===== src/rtl/sram_ctrl_pkg.sv =====
// Shared types and constants for the pulse-driven 128x32 SRAM front-end.
package sram_ctrl_pkg;

    localparam int SRAM_WORDS  = 128;
    localparam int SRAM_ADDR_W = 7;

    // RISC-V funct3 access-size encodings
    localparam logic [2:0] SIZE_B  = 3'b000;
    localparam logic [2:0] SIZE_H  = 3'b001;
    localparam logic [2:0] SIZE_W  = 3'b010;
    localparam logic [2:0] SIZE_BU = 3'b100;
    localparam logic [2:0] SIZE_HU = 3'b101;

    typedef enum logic [2:0] {
        ST_IDLE,
        ST_SETUP,
        ST_PULSE,
        ST_HOLD,
        ST_RESP
    } state_e;

    // Unsigned loads have no store counterpart.
    function automatic logic size_illegal(input logic [2:0] size, input logic we);
        case (size)
            SIZE_B, SIZE_H, SIZE_W: return 1'b0;
            SIZE_BU, SIZE_HU:       return we;
            default:                return 1'b1;
        endcase
    endfunction

endpackage


===== src/rtl/sram_lane_align.sv =====
// Combinational lane logic: byte enables, store shift, load shift/extend and
// misalignment detection. Misaligned low bits are forced to natural alignment.
module sram_lane_align
    import sram_ctrl_pkg::*;
(
    input  logic [1:0]  lane,
    input  logic [2:0]  size,
    input  logic [31:0] wdata,
    input  logic [31:0] rdata_raw,
    output logic [1:0]  lane_eff,
    output logic [3:0]  byte_sel,
    output logic [31:0] datain,
    output logic [31:0] rdata,
    output logic        misalign
);

    logic [31:0] shifted;

    // NOTE: every output gets a default first so no path leaves a latch behind.
    always_comb begin
        lane_eff = lane;
        misalign = 1'b0;
        byte_sel = 4'b0001 << lane;
        case (size[1:0])
            2'b01: begin
                misalign = lane[0];
                lane_eff = {lane[1], 1'b0};
                byte_sel = 4'b0011 << lane_eff;
            end
            2'b10: begin
                misalign = |lane;
                lane_eff = 2'b00;
                byte_sel = 4'b1111;
            end
            default: ;
        endcase

        datain  = wdata << {lane_eff, 3'b000};
        shifted = rdata_raw >> {lane_eff, 3'b000};

        // size[2] marks the unsigned loads
        case (size[1:0])
            2'b00:   rdata = {{24{~size[2] & shifted[7]}}, shifted[7:0]};
            2'b01:   rdata = {{16{~size[2] & shifted[15]}}, shifted[15:0]};
            default: rdata = shifted;
        endcase
    end

endmodule


===== src/rtl/sram_ctrl.sv =====
// Request FSM and pulse sequencer for the 128x32 SRAM macro.
// Define SRAM_CTRL_MISALIGN_TRAP_EN to reject misaligned accesses instead of aligning them.
module sram_ctrl
    import sram_ctrl_pkg::*;
#(
    parameter int PULSE_CYCLES = 2
)(
    input  logic                   clk,
    input  logic                   rst_n,
    input  logic                   req_valid,
    output logic                   req_ready,
    input  logic                   req_we,
    input  logic [8:0]             req_addr,
    input  logic [2:0]             req_size,
    input  logic [31:0]            req_wdata,
    output logic                   rsp_valid,
    output logic [31:0]            rsp_rdata,
    output logic                   rsp_err,
    output logic [SRAM_ADDR_W-1:0] sram_addr_sel,
    output logic [3:0]             sram_byte_sel,
    output logic                   sram_read_pulse,
    output logic                   sram_write_pulse,
    output logic [31:0]            sram_datain,
    input  logic [31:0]            sram_dataout
);

`ifdef SRAM_CTRL_MISALIGN_TRAP_EN
    localparam logic TRAP_MISALIGN = 1'b1;
`else
    localparam logic TRAP_MISALIGN = 1'b0;
`endif

    localparam logic [3:0] PULSE_LAST = 4'(PULSE_CYCLES - 1);

    state_e                 state_q, state_d;
    logic [3:0]             cnt_q, cnt_d;
    logic                   we_q, we_d;
    logic [2:0]             size_q, size_d;
    logic [1:0]             lane_q, lane_d;
    logic                   err_q, err_d;
    logic [SRAM_ADDR_W-1:0] addr_sel_q, addr_sel_d;
    logic [3:0]             byte_sel_q, byte_sel_d;
    logic [31:0]            datain_q, datain_d;
    logic [31:0]            rdata_q, rdata_d;

    logic        idle;
    logic [1:0]  lane_in, lane_eff;
    logic [2:0]  size_in;
    logic [3:0]  byte_sel;
    logic [31:0] datain, rdata_ext;
    logic        misalign, reject;

    assign idle = (state_q == ST_IDLE);

    // In IDLE the aligner sees the incoming request; afterwards the captured one.
    assign lane_in = idle ? req_addr[1:0] : lane_q;
    assign size_in = idle ? req_size : size_q;

    sram_lane_align u_align (
        .lane      (lane_in),
        .size      (size_in),
        .wdata     (req_wdata),
        .rdata_raw (sram_dataout),
        .lane_eff  (lane_eff),
        .byte_sel  (byte_sel),
        .datain    (datain),
        .rdata     (rdata_ext),
        .misalign  (misalign)
    );

    assign reject = size_illegal(req_size, req_we) | (TRAP_MISALIGN & misalign);

    always_comb begin
        state_d    = state_q;
        cnt_d      = cnt_q;
        we_d       = we_q;
        size_d     = size_q;
        lane_d     = lane_q;
        err_d      = err_q;
        addr_sel_d = addr_sel_q;
        byte_sel_d = byte_sel_q;
        datain_d   = datain_q;
        rdata_d    = rdata_q;
        case (state_q)
            ST_IDLE: begin
                if (req_valid) begin
                    we_d    = req_we;
                    size_d  = req_size;
                    lane_d  = lane_eff;
                    err_d   = reject;
                    rdata_d = '0;
                    if (reject) begin
                        state_d = ST_RESP;
                    end else begin
                        state_d    = ST_SETUP;
                        addr_sel_d = req_addr[8:2];
                        byte_sel_d = byte_sel;
                        datain_d   = datain;
                    end
                end
            end
            ST_SETUP: begin
                state_d = ST_PULSE;
                cnt_d   = PULSE_LAST;
            end
            ST_PULSE: begin
                if (cnt_q == 4'd0) begin
                    state_d = ST_HOLD;
                    if (!we_q) rdata_d = rdata_ext;
                end else begin
                    cnt_d = cnt_q - 4'd1;
                end
            end
            ST_HOLD: state_d = ST_RESP;
            ST_RESP: begin
                state_d    = ST_IDLE;
                err_d      = 1'b0;
                addr_sel_d = '0;
                byte_sel_d = '0;
                datain_d   = '0;
            end
            default: state_d = ST_IDLE;
        endcase
    end

    // NOTE: state registers use non-blocking assignments so every flop samples pre-edge values.
    always_ff @(posedge clk or negedge rst_n) begin
        if (!rst_n) begin
            state_q    <= ST_IDLE;
            cnt_q      <= '0;
            we_q       <= 1'b0;
            size_q     <= '0;
            lane_q     <= '0;
            err_q      <= 1'b0;
            addr_sel_q <= '0;
            byte_sel_q <= '0;
            datain_q   <= '0;
            rdata_q    <= '0;
        end else begin
            state_q    <= state_d;
            cnt_q      <= cnt_d;
            we_q       <= we_d;
            size_q     <= size_d;
            lane_q     <= lane_d;
            err_q      <= err_d;
            addr_sel_q <= addr_sel_d;
            byte_sel_q <= byte_sel_d;
            datain_q   <= datain_d;
            rdata_q    <= rdata_d;
        end
    end

    // Pulses decode straight from the state flop so an async reset drops them at once.
    assign sram_read_pulse  = (state_q == ST_PULSE) && !we_q;
    assign sram_write_pulse = (state_q == ST_PULSE) && we_q;

    assign req_ready     = idle && rst_n;
    assign rsp_valid     = (state_q == ST_RESP);
    assign rsp_err       = err_q;
    assign rsp_rdata     = rsp_valid ? rdata_q : '0;
    assign sram_addr_sel = addr_sel_q;
    assign sram_byte_sel = byte_sel_q;
    assign sram_datain   = datain_q;

endmodule


===== config.mk =====
export PLATFORM = sky130hd
export DESIGN_NAME = sram_ctrl
export DESIGN_NICKNAME = d
export VERILOG_FILES = /design/src/rtl/sram_ctrl_pkg.sv /design/src/rtl/sram_lane_align.sv /design/src/rtl/sram_ctrl.sv
export SDC_FILE = /design/constraint.sdc
export NUM_CORES = 1
export LEC_CHECK = 0
export CORE_ASPECT_RATIO = 2
export CORE_MARGIN = 3
export CORE_UTILIZATION = 51
export CTS_BUF_LIST = sky130_fd_sc_hd__clkbuf_2 sky130_fd_sc_hd__clkbuf_4 sky130_fd_sc_hd__clkbuf_8
export CTS_CLUSTER_SIZE = 20
export DETAILED_ROUTE_END_ITERATION = 10
export PLACE_DENSITY = 0.95
export SETUP_SLACK_MARGIN = 0.3
export SYNTH_ARGS = -nofsm -noshare
export SYNTH_HDL_FRONTEND = slang
export SYNTH_SLANG_ARGS = --single-unit

===== constraint.sdc =====
create_clock -name clk -period 7 [get_ports clk]
set_clock_uncertainty 0.05 [all_clocks]
set_input_delay 1.05 -clock clk [delete_from_list [all_inputs] [get_ports clk]]
set_output_delay 1.05 -clock clk [all_outputs]
set_load 0.05 [all_outputs]

==> summary.txt, run 1 <==
Floorplan
  • Starting Density: 52.83%
  • DIE AREA: between 10,000 and 15,000 sq um
  • Top-Level Pins: 160
  • Die Y: 143.1 um
  • Core box area: between 9000 and 10,000 sq um
  • Row count: 49
  • Die width: 74.55 um

Yosys
  • Number of flops mapped to enable cells by yosys: 0
  • Predominant post-synthesis flop cell: dfrtp_1
  • Synth top area cells: dfrtp_1, a22o_1, mux2i_1
  • Syn avg cell area: 9.568 sq um
  • Syn nets: 586
  • Sequential element share of the synthesized area: 46.46%
  • Synth Register Bits: 89
  • Gate count after technology mapping: 501
  • Yosys warns: 0
  • Area leader, netlist: dfrtp_1
  • Fraction of registers with async set or reset after synthesis: 100.0%
  • Unique masters post-synth: between 40 and 50
  • Post-Syn Area: roughly 4800 sq um
  • Share of the synthesized area in the top cell type: a little under half

Clock tree
  • CTS resizes: 0
  • Worst-path clk slew: ~0.090 ns
  • Post-CTS Setup Repair Bufs: 0
  • # clock sinks: roughly 90
  • Clk buf depth: 2
  • Hold Buf Count CTS: 0
  • Clk Latency, worst-skew pair: between 0.3 and 0.4 ns
  • CTS H-tree depth: 3
  • CTS Root Cell: clkbuf_8
  • Total CTS buffers: 9
  • CTS tree: done

Timing
  • RSZ-0062 raised after global routing: false
  • Final hold violation count: 0
  • Slew margin rel.: 12.42%
  • Worst-Margin Slew: roughly 1.3 ns
  • Final setup violation count: 0
  • F_max: roughly 210 MHz
  • Final worst path period share: approximately two thirds
  • Slew Limit Fails: 0
  • Period minus WS final: around 4.7 ns
  • Setup TNS: 0 ns
  • Worst setup margin: about 2.3 ns

Critical path
  • CP Capture Type: flop
  • Startpoint Class: flop
  • Max Fanout on Critical Path: between 40 and 50
  • Crit-path leading delay family: simple AND/OR/NAND/NOR gates
  • CP cell instances: nor3_4 > mux2i_1 > ha_1 > o21a_1 > mux2i_4 > nand2_1 > nor2_1 > a22o_1
  • CP Class: reg -> reg
  • Worst EP required: between 7 and 8 ns
  • Slowest CP cell: mux2i_4
  • CP peak stage delay: 0.81 ns
  • Worst path bufs/invs: 0
  • CP Data Arrival Time: 4.95 ns

Finish
  • Most frequent cells in the layout: clkdlybuf4s50_1, dfrtp_1, nand2_1, a22o_1, o21ai_0
  • # nets final: roughly 720
  • Non-Filler Instances: 745
  • Layout cells sized above 1: under 10%
  • Commonest non-fill, non-tap cell in the layout: clkdlybuf4s50_1
  • Layout area overhead: 37.72%
  • Antenna diodes: 0

Detailed routing
  • Routed wire length: 15.08 mm
  • DR vias: roughly 4,600
  • Antenna Nets Post-Route: 0
  • Initial DRC Count: 525
  • Number of remaining DRC errors: 0
  • Via density: 6.212
  • Drt wl/cell: ~20 um
  • Pre-antenna DRT Iters: 6

GRT
  • Pin count of the biggest net entering global routing: 57
  • First-pass GRT wire length: approximately 24 mm
  • Gr usage total: 29.19%
  • Overflow after GRT: 0
  • Initial antenna violation count: 0
  • Vias in the first global route: just under 5,000

Placement
  • Dpl cells: around 730
  • HPWL Detailed: 11.16 mm
  • IO buf count: 159
  • Dpl ws: around 2.4 ns
  • Placer Congestion: 0.8827

Status
  • Status: completed

Pwr
  • Worst VDD drop: slightly above 300 uV
  • Leak pwr: 2.987 nW
  • Tot Pwr: between 0.003 and 0.004 W
  • Pwr/cell area: between 500 and 600 nW/um^2

Hold path
  • HP Class: reg -> reg

Flow run
  • Max Cap Viol: 0
==> state kept, by name (all words and copies together), names as in the netlist, 2 cells and up <==
signal and count:
rdata_q 32, sram_datain 32, sram_addr_sel 7, cnt_q 4
sram_byte_sel 4, size_q 3, state_q 3, lane_q 2
==> Yosys cell counts, types with 10 or more instances <==
| cell type | instances |
|---|---|
| and3_1 | 33 |
| o211ai_1 | 11 |
| mux2i_1 | 33 |
| dfrtp_1 | 89 |
| mux2_2 | 10 |
| o21ai_0 | 34 |
| nand3_1 | 20 |
| a32o_1 | 10 |
| a22o_1 | 41 |
| nand2_1 | 85 |
| nor2_1 | 12 |
| clkbuf_1 | 31 |
| o21ai_1 | 12 |
| a21oi_1 | 23 |
==> stage by stage <==
| step | util, % | hold WS, ns | cell area [sq um] |
|---|---|---|---|
| 2_1_floorplan | - | 0.3923 | 4793 |
| 3_3_place_gp | 70.82 | 0.4054 | 6426 |
| 3_5_place_dp | 70.82 | 0.4188 | 6426 |
| 4_1_cts | 72.75 | 0.4378 | 6601 |
| 5_1_grt | 72.75 | 0.4653 | 6601 |
| 6_report | 72.75 | 0.4348 | 6601 |
==> area by class of cell <==
type / instances / area (sq um)
fillers: 654 / 2472
multi-input cells: 367 / 2419
flip-flops and latches: 89 / 2227
repair buffers: 164 / 1627
clock buffers: 10 / 131.4
well taps: 102 / 127.6
clock inverters: 6 / 43.79
inverters: 7 / 26.28
==> logic make-up after synthesis <==
kind of cell,after synthesis,synth area share [%]
simple gates,166,16.60
compound gates,147,21.27
flops,89,46.46
mux,46,10.08
buf+inv,45,3.733
fa+ha+maj,5,1.305
xor+xnor,3,0.5483
==> routing by layer <==
layer  wire [um]  part of all wire [%]  global-route usage (%)  vias to the layer above
met3         819                   5.4                   5.285                       54
met1        5290                    35                   32.37                     2234
met2        8293                    55                   51.83                      238
li1            -                     -                       -                     2102
met4         681                   4.5                   14.17                        0
met5           0                     0                       0                        -
==> final timing paths <==
path                                         startpoint                    endpoint  slack, ns  depth (start not counted)
worst max register to register   state_q[2]$_DFFE_PN0P_  sram_datain[2]$_DFFE_PN0P_       2.30                          8
worst min register to register  rdata_q[22]$_DFFE_PN0P_     rdata_q[22]$_DFFE_PN0P_       0.43                          2
min in group asynchronous                         rst_n         rsp_err$_DFFE_PN0P_       0.56                          1
max in group asynchronous                         rst_n     rdata_q[21]$_DFFE_PN0P_       5.29                          2
worst min-delay path            rdata_q[22]$_DFFE_PN0P_     rdata_q[22]$_DFFE_PN0P_       0.43                          2
worst max-delay path             state_q[2]$_DFFE_PN0P_  sram_datain[2]$_DFFE_PN0P_       2.30                          8
==> where the power goes <==
group          total [W]  leakage (nW)  internal, W  switching (W)
Sequential      0.000880          1.18     0.000715       0.000165
Clock           0.000323        0.0900     0.000134       0.000189
Combinational    0.00219          1.71     0.000775        0.00142
Total            0.00339          2.99      0.00162        0.00177
==> worst reg2reg max path: stages (launching register included) <==
cell	delay (ns)
dfrtp_1	0.80
nor3_4	0.65
mux2i_1	0.35
ha_1	0.43
o21a_1	0.29
mux2i_4	0.81
nand2_1	0.46
nor2_1	0.59
a22o_1	0.22
No activity file was read; power rests on OpenSTA's default activity.
==> inputs of run 2 (changes only) <==
--- a/config.mk
+++ b/config.mk
@@ -7,11 +7,11 @@
 export LEC_CHECK = 0
 export CORE_ASPECT_RATIO = 2
 export CORE_MARGIN = 3
-export CORE_UTILIZATION = 51
+export CORE_UTILIZATION = 48
 export CTS_BUF_LIST = sky130_fd_sc_hd__clkbuf_2 sky130_fd_sc_hd__clkbuf_4 sky130_fd_sc_hd__clkbuf_8
 export CTS_CLUSTER_SIZE = 20
 export DETAILED_ROUTE_END_ITERATION = 10
-export PLACE_DENSITY = 0.95
+export PLACE_DENSITY = 0.94
 export SETUP_SLACK_MARGIN = 0.3
 export SYNTH_ARGS = -nofsm -noshare
 export SYNTH_HDL_FRONTEND = slang
==> constraint.sdc (replaced) <==
create_clock -name clk -period 4.9 [get_ports clk]
set_clock_uncertainty 0.05 [all_clocks]
set_input_delay 0.735 -clock clk [delete_from_list [all_inputs] [get_ports clk]]
set_output_delay 0.735 -clock clk [all_outputs]
set_load 0.05 [all_outputs]
==> run 2 against run 1 <==
  * Highest routed layer unchanged
  * Fmax increased by 15%
  * Sequential power rose by 40%
  * Wire length grew 2.2%
  * Power is 46% higher
  * Worst setup slack lost 1.5 ns
  * Worst hold slack worse by 0.27 ns
  * Combinational power increased by 45%
  * Largest cell class unchanged
  * Sequential share of layout area decreased by 0.55 points
  * Design area up 1.7%
==> summary.txt, run 2 (synthesized netlist as in run 1, its figures left out) <==
Finish
  • Layout area overhead: 40.02%
  • Design Area, Final: 6711 sq um (+1.7%)
  • Commonest non-fill, non-tap cell in the layout: clkdlybuf4s50_1
  • Layout cells sized above 1: 7.573% (+0.57 points)
  • Antenna diodes: 0 (unchanged)
  • # nets final: 727 (+0.55%)
  • Most frequent cells in the layout: clkdlybuf4s50_1, dfrtp_1, nand2_1, a22o_1, o21ai_0

Status
  • Status: completed

Detailed routing
  • Uppermost routed layer: met4
  • Routed met2 length: 8.573 mm (+3.4%)
  • Pre-antenna DRT Iters: 5 (-1)
  • Drt wl/cell: 19.78 um (-2.3%)
  • Via density: 5.992 (-3.5%)
  • Met1 wire length: 5.277 mm (-0.25%)
  • Met3 wire length: 884 um (+7.9%)
  • Number of remaining DRC errors: 0 (unchanged)
  • Antenna Nets Post-Route: 0 (unchanged)
  • Routed wire length: 15.41 mm (+2.2%)
  • Initial DRC Count: 335 (-36%)
  • DR vias: 4,668 (+0.86%)

GRT
  • First-pass GRT wire length: 24.40 mm (+2.3%)
  • Initial antenna violation count: 0 (unchanged)
  • Overflow after GRT: 0 (unchanged)
  • Pin count of the biggest net entering global routing: 76 (+33%)
  • Vias in the first global route: 4,895 (+1.3%)
  • Gr usage total: 27.35% (-1.8 points)

Timing
  • Final hold violation count: 0 (unchanged)
  • RSZ-0062 raised after global routing: false
  • F_max: 245.1 MHz (+15%)
  • Setup TNS: 0 ns (unchanged)
  • Worst setup margin: 0.8198 ns (-1.480 ns)
  • Worst-Margin Slew: 1.066 ns (-0.2434 ns)
  • Final worst path period share: 83.27% (+16 points)
  • Slew Limit Fails: 0 (unchanged)
  • Slew margin rel.: 28.58% (+16 points)
  • Final setup violation count: 0 (unchanged)
  • Period minus WS final: 4.080 ns (-0.6198 ns)

Placement
  • Placer Congestion: 0.8664 (-1.8%)
  • HPWL Detailed: 11.37 mm (+1.9%)
  • Placement Cell Area: 6494 sq um (+1.1%)
  • Dpl ws: 0.7829 ns (-1.584 ns)
  • IO buf count: 159 (unchanged)

Clock tree
  • Clk Latency, worst-skew pair: 0.36 ns (about the same)
  • Total CTS buffers: 9 (unchanged)
  • CTS resizes: 0 (unchanged)
  • CTS H-tree depth: 3 (unchanged)
  • Clk buf depth: 2 (unchanged)
  • Post-CTS Setup Repair Bufs: 0 (unchanged)
  • # clock sinks: 89 (unchanged)
  • Hold Buf Count CTS: 0 (unchanged)
  • CTS Root Cell: clkbuf_8
  • CTS tree: done
  • Worst-path clk slew: 0.09 ns (about the same)

Floorplan
  • Row count: 51 (+4.1%)
  • DIE AREA: 11,290 sq um (+5.9%)
  • Starting Density: 49.10% (-3.7 points)
  • Top-Level Pins: 160 (unchanged)
  • Core box area: 9763 sq um (+7.6%)
  • Die width: 76.66 um (+2.8%)
  • Die Y: 147.3 um (+2.9%)

Critical path
  • Startpoint Class: flop
  • CP peak stage delay: 0.84 ns (+0.03 ns)
  • CP Class: reg -> reg
  • Worst EP required: 5.08 ns (-2.17 ns)
  • Worst reg2reg path depth: 9 (+1)
  • Slowest CP cell: o21ai_2
  • Worst setup endpoint: rdata_q[17]$_DFFE_PN0P_
  • FF-to-FF Start: state_q[1]$_DFFE_PN0P_
  • Reg-to-reg endpoint: rdata_q[17]$_DFFE_PN0P_
  • Worst path bufs/invs: 0 (unchanged)
  • CP Capture Type: flop
  • Reg2reg setup slack: 0.82 ns (-1.48 ns)
  • CP cell instances: nor3_4 > mux2i_1 > ha_1 > nand2_1 > o21ai_2 > o211ai_2 > nand3b_2 > a31o_2 > o21ai_0
  • CP Data Arrival Time: 4.26 ns (-0.69 ns)
  • Crit-path leading delay family: compound AO/OA/AOI/OAI gates
  • Critical path depth: 9 (+1)
  • Max Fanout on Critical Path: 24 (-43%)
  • Setup crit start: state_q[1]$_DFFE_PN0P_

Pwr
  • Pwr/cell area: 739.5 nW/um^2 (+44%)
  • Leak pwr: 3.031 nW (+1.5%)
  • Tot Pwr: 0.004963 W (+46%)
  • Worst VDD drop: 451.0 uV (+46%)

Flow run
  • Max Cap Viol: 0 (unchanged)

Hold path
  • HP Class: in -> async
==> run 2: area by class of cell <==
cell class,count,area [sq um]
Fill cell,761,3052
Clock inverter,5,78.83
Sequential cell,89,2227
Timing Repair Buffer,168,1657
Clock buffer,11,138.9
Multi-Input combinational cell,367,2419
Inverter,7,26.28
Tap cell,132,165.2
==> run 2: through the flow <==
step | hold WS [ns] | utilization (%) | cells
final | 0.1608 | 68.74 | 779
after floorplan | 0.3894 | - | 501
after detailed placement | 0.4178 | 66.51 | 763
after CTS | 0.1558 | 68.74 | 779
after global placement | 0.4037 | 66.51 | 763
after global routing | 0.1564 | 68.74 | 779
==> run 2: how the worst min path moves through the flow <==
| stage | from | endpoint | slack (ns) |
|---|---|---|---|
| global placement | rdata_q[16]$_DFFE_PN0P_ | rdata_q[16]$_DFFE_PN0P_ | 0.40 |
| detailed placement | rdata_q[21]$_DFFE_PN0P_ | rdata_q[21]$_DFFE_PN0P_ | 0.42 |
| floorplan | rst_n | cnt_q[0]$_DFFE_PN0P_ | 0.39 |
| CTS | rst_n | sram_datain[2]$_DFFE_PN0P_ | 0.16 |
| global route | rst_n | sram_datain[19]$_DFFE_PN0P_ | 0.16 |
| finish | rst_n | sram_datain[2]$_DFFE_PN0P_ | 0.16 |
==> run 2: layer usage <==
metal  vias up  GRT usage (%)
met5         -              0
met4         0          14.25
met3        53          5.767
met2       267          50.74
met1      2243          28.21
li1       2105              -
==> run 2: worst register-to-register path, delay by kind of cell (launching register included) <==
family | cells | cell delay, ns
DFF | 1 | 0.58
adders and majority gates | 1 | 0.59
muxes | 1 | 0.22
AOI/OAI and AO/OA | 4 | 1.57
and+or+nand+nor | 3 | 0.93
==> run 2: power by group <==
| part | internal [W] | switching (W) |
|---|---|---|
| clock network | 0.000299 | 0.000259 |
| registers | 0.00102 | 0.000210 |
| logic | 0.00113 | 0.00205 |
| total | 0.00245 | 0.00252 |
